$ cat config.mk
export PLATFORM = sky130hd
export DESIGN_NAME = shiftreg_ctrl
export DESIGN_NICKNAME = d
export VERILOG_FILES = /design/src/rtl/shiftreg_ctrl.sv
export SDC_FILE = /design/constraint.sdc
export NUM_CORES = 1
export LEC_CHECK = 0
export CORE_AREA = 8 8 70 57
export DETAILED_ROUTE_END_ITERATION = 12
export DIE_AREA = 0 0 78 65
export PLACE_DENSITY = 0.85
export SLEW_MARGIN = 5
export SYNTH_ARGS = -nofsm -noshare
export SYNTH_HDL_FRONTEND = slang
export SYNTH_SLANG_ARGS = --single-unit
export TNS_END_PERCENT = 50
$ cat constraint.sdc
create_clock -name clk -period 2.8 [get_ports clk]
set_clock_uncertainty 0.15 [all_clocks]
set_input_delay 0.56 -clock clk [delete_from_list [all_inputs] [get_ports clk]]
set_output_delay 0.56 -clock clk [all_outputs]
set_load 0.05 [all_outputs]
$ cat src/rtl/shiftreg_ctrl.sv
// rtl/shiftreg_ctrl.sv - Word-to-serial controller driving a 6-bit left shift register
// Optional even-parity bit after each frame: define SHIFTREG_CTRL_PARITY_EN.
module shiftreg_ctrl #(
    parameter int unsigned CLKS_PER_BIT = 4,
    parameter int unsigned GAP_CYCLES   = 2
) (
    input  logic       clk,
    input  logic       rst,
    input  logic       in_valid,
    output logic       in_ready,
    input  logic [5:0] in_data,
    output logic       sr_load,
    output logic [5:0] sr_data,
    output logic       sr_en,
    input  logic       sr_msb,
    output logic       ser_out,
    output logic       ser_valid,
    output logic       frame_done,
    output logic       busy
);

`ifdef SHIFTREG_CTRL_PARITY_EN
    typedef enum logic [2:0] {ST_IDLE, ST_LOAD, ST_SHIFT, ST_PAR, ST_GAP} state_t;
`else
    typedef enum logic [2:0] {ST_IDLE, ST_LOAD, ST_SHIFT, ST_GAP} state_t;
`endif

    localparam logic [7:0] DIV_LAST = 8'(CLKS_PER_BIT - 1);
    localparam logic [7:0] GAP_LAST = 8'(GAP_CYCLES - 1);

    state_t     state, state_n;
    logic [5:0] hold, hold_n;
    logic [7:0] div, div_n;
    logic [2:0] bit_cnt, bit_cnt_n;
    logic [7:0] gap_cnt, gap_cnt_n;
    logic       idle_ready;

    always_ff @(posedge clk) begin
        if (rst) begin
            state   <= ST_IDLE;
            hold    <= '0;
            div     <= '0;
            bit_cnt <= '0;
            gap_cnt <= '0;
        end else begin
            state   <= state_n;
            hold    <= hold_n;
            div     <= div_n;
            bit_cnt <= bit_cnt_n;
            gap_cnt <= gap_cnt_n;
        end
    end

    always_comb begin
        state_n    = state;
        hold_n     = hold;
        div_n      = div;
        bit_cnt_n  = bit_cnt;
        gap_cnt_n  = gap_cnt;
        idle_ready = 1'b0;
        sr_load    = 1'b0;
        sr_en      = 1'b0;
        ser_out    = 1'b0;
        ser_valid  = 1'b0;
        frame_done = 1'b0;
        case (state)
            ST_IDLE: begin
                idle_ready = 1'b1;
                if (in_valid) begin
                    hold_n    = in_data;
                    div_n     = '0;
                    bit_cnt_n = '0;
                    state_n   = ST_LOAD;
                end
            end
            ST_LOAD: begin
                sr_load = 1'b1;
                state_n = ST_SHIFT;
            end
            ST_SHIFT: begin
                ser_valid = 1'b1;
                ser_out   = sr_msb;
                if (div == DIV_LAST) begin
                    sr_en     = 1'b1;
                    div_n     = '0;
                    bit_cnt_n = bit_cnt + 3'd1;
                    if (bit_cnt == 3'd5) begin
                        bit_cnt_n = '0;
                        gap_cnt_n = '0;
`ifdef SHIFTREG_CTRL_PARITY_EN
                        state_n   = ST_PAR;
`else
                        state_n   = ST_GAP;
`endif
                    end
                end else begin
                    div_n = div + 8'd1;
                end
            end
`ifdef SHIFTREG_CTRL_PARITY_EN
            ST_PAR: begin
                ser_valid = 1'b1;
                ser_out   = ^hold;
                if (div == DIV_LAST) begin
                    div_n     = '0;
                    gap_cnt_n = '0;
                    state_n   = ST_GAP;
                end else begin
                    div_n = div + 8'd1;
                end
            end
`endif
            ST_GAP: begin
                // gap_cnt is cleared on entry, so zero marks the first gap cycle
                frame_done = (gap_cnt == 8'd0);
                if (gap_cnt == GAP_LAST) begin
                    gap_cnt_n = '0;
                    state_n   = ST_IDLE;
                end else begin
                    gap_cnt_n = gap_cnt + 8'd1;
                end
            end
            default: state_n = ST_IDLE;
        endcase
    end

    // Held low during reset so upstream never sees a handshake that the reset would discard
    assign in_ready = idle_ready & ~rst;
    assign sr_data  = hold;
    assign busy     = (state != ST_IDLE);

endmodule

==> impl_metrics.tcl <==
set metrics [dict create \
    critPathMaxFanout 5 \
    fin_crit_sh_pct 92.1 \
    pwr-share-comb_pct 50.2 \
    cellInternalPower_w 0.000756 \
    clockRootBuffer "clkbuf_8" \
    antenna_found_initial 0 \
    cp_data_required_time_ns 2.09 \
    cp.buffers_inverters 3 \
    final_common_cell "dfxtp_1" \
    vias 1408 \
    grt_pass1_wl_um 5840 \
    final_hold_viol_count 0 \
    crit_family "buffers and inverters" \
    ys_ff_latch 27 \
    timing.final.crit_period_ns 2.58 \
    area_growth_pct 20.3 \
    status "finished, final reports clean" \
    whs_ns 0.312 \
    io_buffers 22 \
    grt_usage_pct 13.9 \
    use_met2_pct 22.6 \
    ys_types 42 \
    grt_overflow 0 \
    busiest_layer "met2" \
    design.core.area_um2 2850 \
    async_flop_share_pct 0 \
    syn-cell-area_um2 1480 \
    drtIter0Drc 106 \
    yosysWarnings 0 \
    cts-buffers-inserted 3 \
    dp_hpwl_um 2600 \
    rsz0062_at_grt "no" \
    grt_max_degree 24 \
    critPathMaxStageDelay_ns 0.81 \
    hp-class "register to register" \
    drive_above_1_share_pct 9.14 \
    cp-start-kind "register" \
    use_met1_pct 16.0 \
    fmax_mhz 388 \
    dpl_worst_slack_ns 0.315 \
    rows 17 \
    max_slew.worst_pin.slew_ns 0.822 \
    dieWidth_um 78 \
    path_class "register to output port" \
    diodes 0 \
    slew_headroom_pct 45.2 \
    p_sw_w 0.000607 \
    htreeDepth 1 \
    finalPower_w 0.00136 \
    crit_chain "inv_1, ha_1, inv_1, clkdlybuf4s50_1" \
    nets 217 \
    die-area_um2 5070 \
    setup_ws_ns 0.220 \
    seqPwrFrac_pct 33.8 \
    vdd_drop_max_mv 0.307 \
    crit_path_frequent_cell "inv_1" \
    cp_slowest_cell "clkdlybuf4s50_1" \
    arrival_ns 1.87 \
    setup_viol 0 \
    leakage_nw 0.646 \
    synth_edf_count 0 \
    slew_viol_final 0 \
    cts_max_path_buffers 2 \
    drtAntennaViolNets 0 \
    pwr-share-clk_pct 16.0 \
    dr.pass1.iters 6 \
    grt_use_met3_pct 5.10 \
    cts_sinks 27 \
    switching_share_pct 44.5 \
    die_y_um 65 \
    first_global_vias 1311 \
    routabilityCongestion 0.851 \
    endpoint_kind "output port" \
    clk_pin_slew_ns 0.09 \
    power.density_nw_per_um2 767 \
    drt-vias-per-instance 5.99 \
    synth.net_count 195 \
    holdBufCountCts 0 \
    max_cap_violations 0 \
    synth-main-ff-cell "dfxtp_1" \
    cts_tree "yes" \
    layout_common_cells "dfxtp_1 (27), nand2_1 (19), a21oi_1 (18)" \
    insertion_delay_ns 0.27 \
    drc 0 \
    ys_seq_area_share_pct 36.6 \
    routedWlPerCell_um 14.6 \
    synthCells 176 \
    wirelength_um 3440 \
    ios 23 \
    tns_ns 0 \
    postSynthAreaPerCell_um2 8.39 \
    start_util_pct 51.8 \
]
-- layout make-up --
type                       count  area (um^2)
timing repair buffer          25          248
multi-input combinational    131          857
sequential                    27          541
tap                           38         47.5
clock buffer                   3         41.3
fill                         237         1070
clock inverter                 1         5.00
inverter                      10         37.5
-- worst paths after layout --
path,depth (start not counted),slack [ns],startpoint,to
worst min-delay path,2,0.31,sr_data[1],sr_data[1]
worst min register to register,2,0.31,sr_data[1],sr_data[1]
worst max register to register,5,0.43,div[0],bit_cnt[1]
worst max-delay path,4,0.22,state[0],busy
-- layer usage --
| metal | up-vias | routed length (um) |
|---|---|---|
| li1 | 688 | - |
| met2 | 65 | 1540 |
| met4 | 0 | 52 |
| met1 | 649 | 1540 |
| met5 | - | 0 |
| met3 | 6 | 310 |
-- timing repair --
action / in CTS / in global routing
setup endpoints to repair: 0 / 1
buffers inserted: 0 / 0
gates resized for setup: 0 / 1
-- Yosys cell counts, types with 2 or more instances --
cell type | count | share of area, %
and4_1 | 2 | 1.2
o31ai_1 | 7 | 3.6
clkbuf_1 | 4 | 1.0
ha_1 | 9 | 7.6
nor4_1 | 2 | 0.85
o22ai_1 | 2 | 0.85
a21oi_1 | 18 | 6.1
a31oi_1 | 3 | 1.3
nor2_1 | 10 | 2.5
or4_1 | 8 | 4.1
mux2_2 | 2 | 1.5
nand4_1 | 4 | 1.7
xnor2_1 | 2 | 1.2
nand3_1 | 12 | 4.1
and3_1 | 2 | 0.85
nand2_1 | 19 | 4.8
o21ai_0 | 4 | 1.4
a21o_1 | 2 | 1.0
dfxtp_1 | 27 | 37
and2_1 | 2 | 0.85
inv_1 | 10 | 2.5
xor2_1 | 3 | 1.8
buf_2 | 3 | 1.0
-- power groups by stage --
stage               sequential, W  clock [W]  combinational [W]
finish                   0.000460   0.000218           0.000684
global route             0.000466   0.000241           0.000749
CTS                      0.000460   0.000225           0.000685
detailed placement       0.000469          0           0.000681
global placement         0.000464          0           0.000659
floorplan                0.000516          0           0.000446
-- worst register-to-register path: stages, from the launching register on --
cell	delay, ns
dfxtp_1	0.40
ha_1	0.30
nor4b_4	0.34
a21oi_2	0.28
or4_1	0.58
o22ai_1	0.23
-- stage by stage --
step           cell area, um^2  std cells  utilization (%)
3_5_place_dp              1730        231             60.6
4_1_cts                   1770        235             62.2
5_1_grt                   1780        235             62.3
3_3_place_gp              1730        231             60.6
2_1_floorplan             1480        176                -
6_report                  1780        235             62.3
-- cell families (layout without fill, tap and decap cells) --
kind of cell | after synthesis | in the layout | share of synthesized area, %
AOI/OAI and AO/OA | 45 | 45 | 19.2
muxes | 3 | 3 | 2.20
buffers and inverters | 18 | 39 | 5.34
adders and majority gates | 9 | 9 | 7.63
and+or+nand+nor | 69 | 69 | 26.0
DFF | 27 | 27 | 36.6
xor gates and xnor gates | 5 | 5 | 2.97
-- state kept, by name, indices dropped and copies added (netlist names) --
register	cells
gap_cnt	8
sr_data	6
state	2
div	8
bit_cnt	3
(Power assumes the default switching activity.)
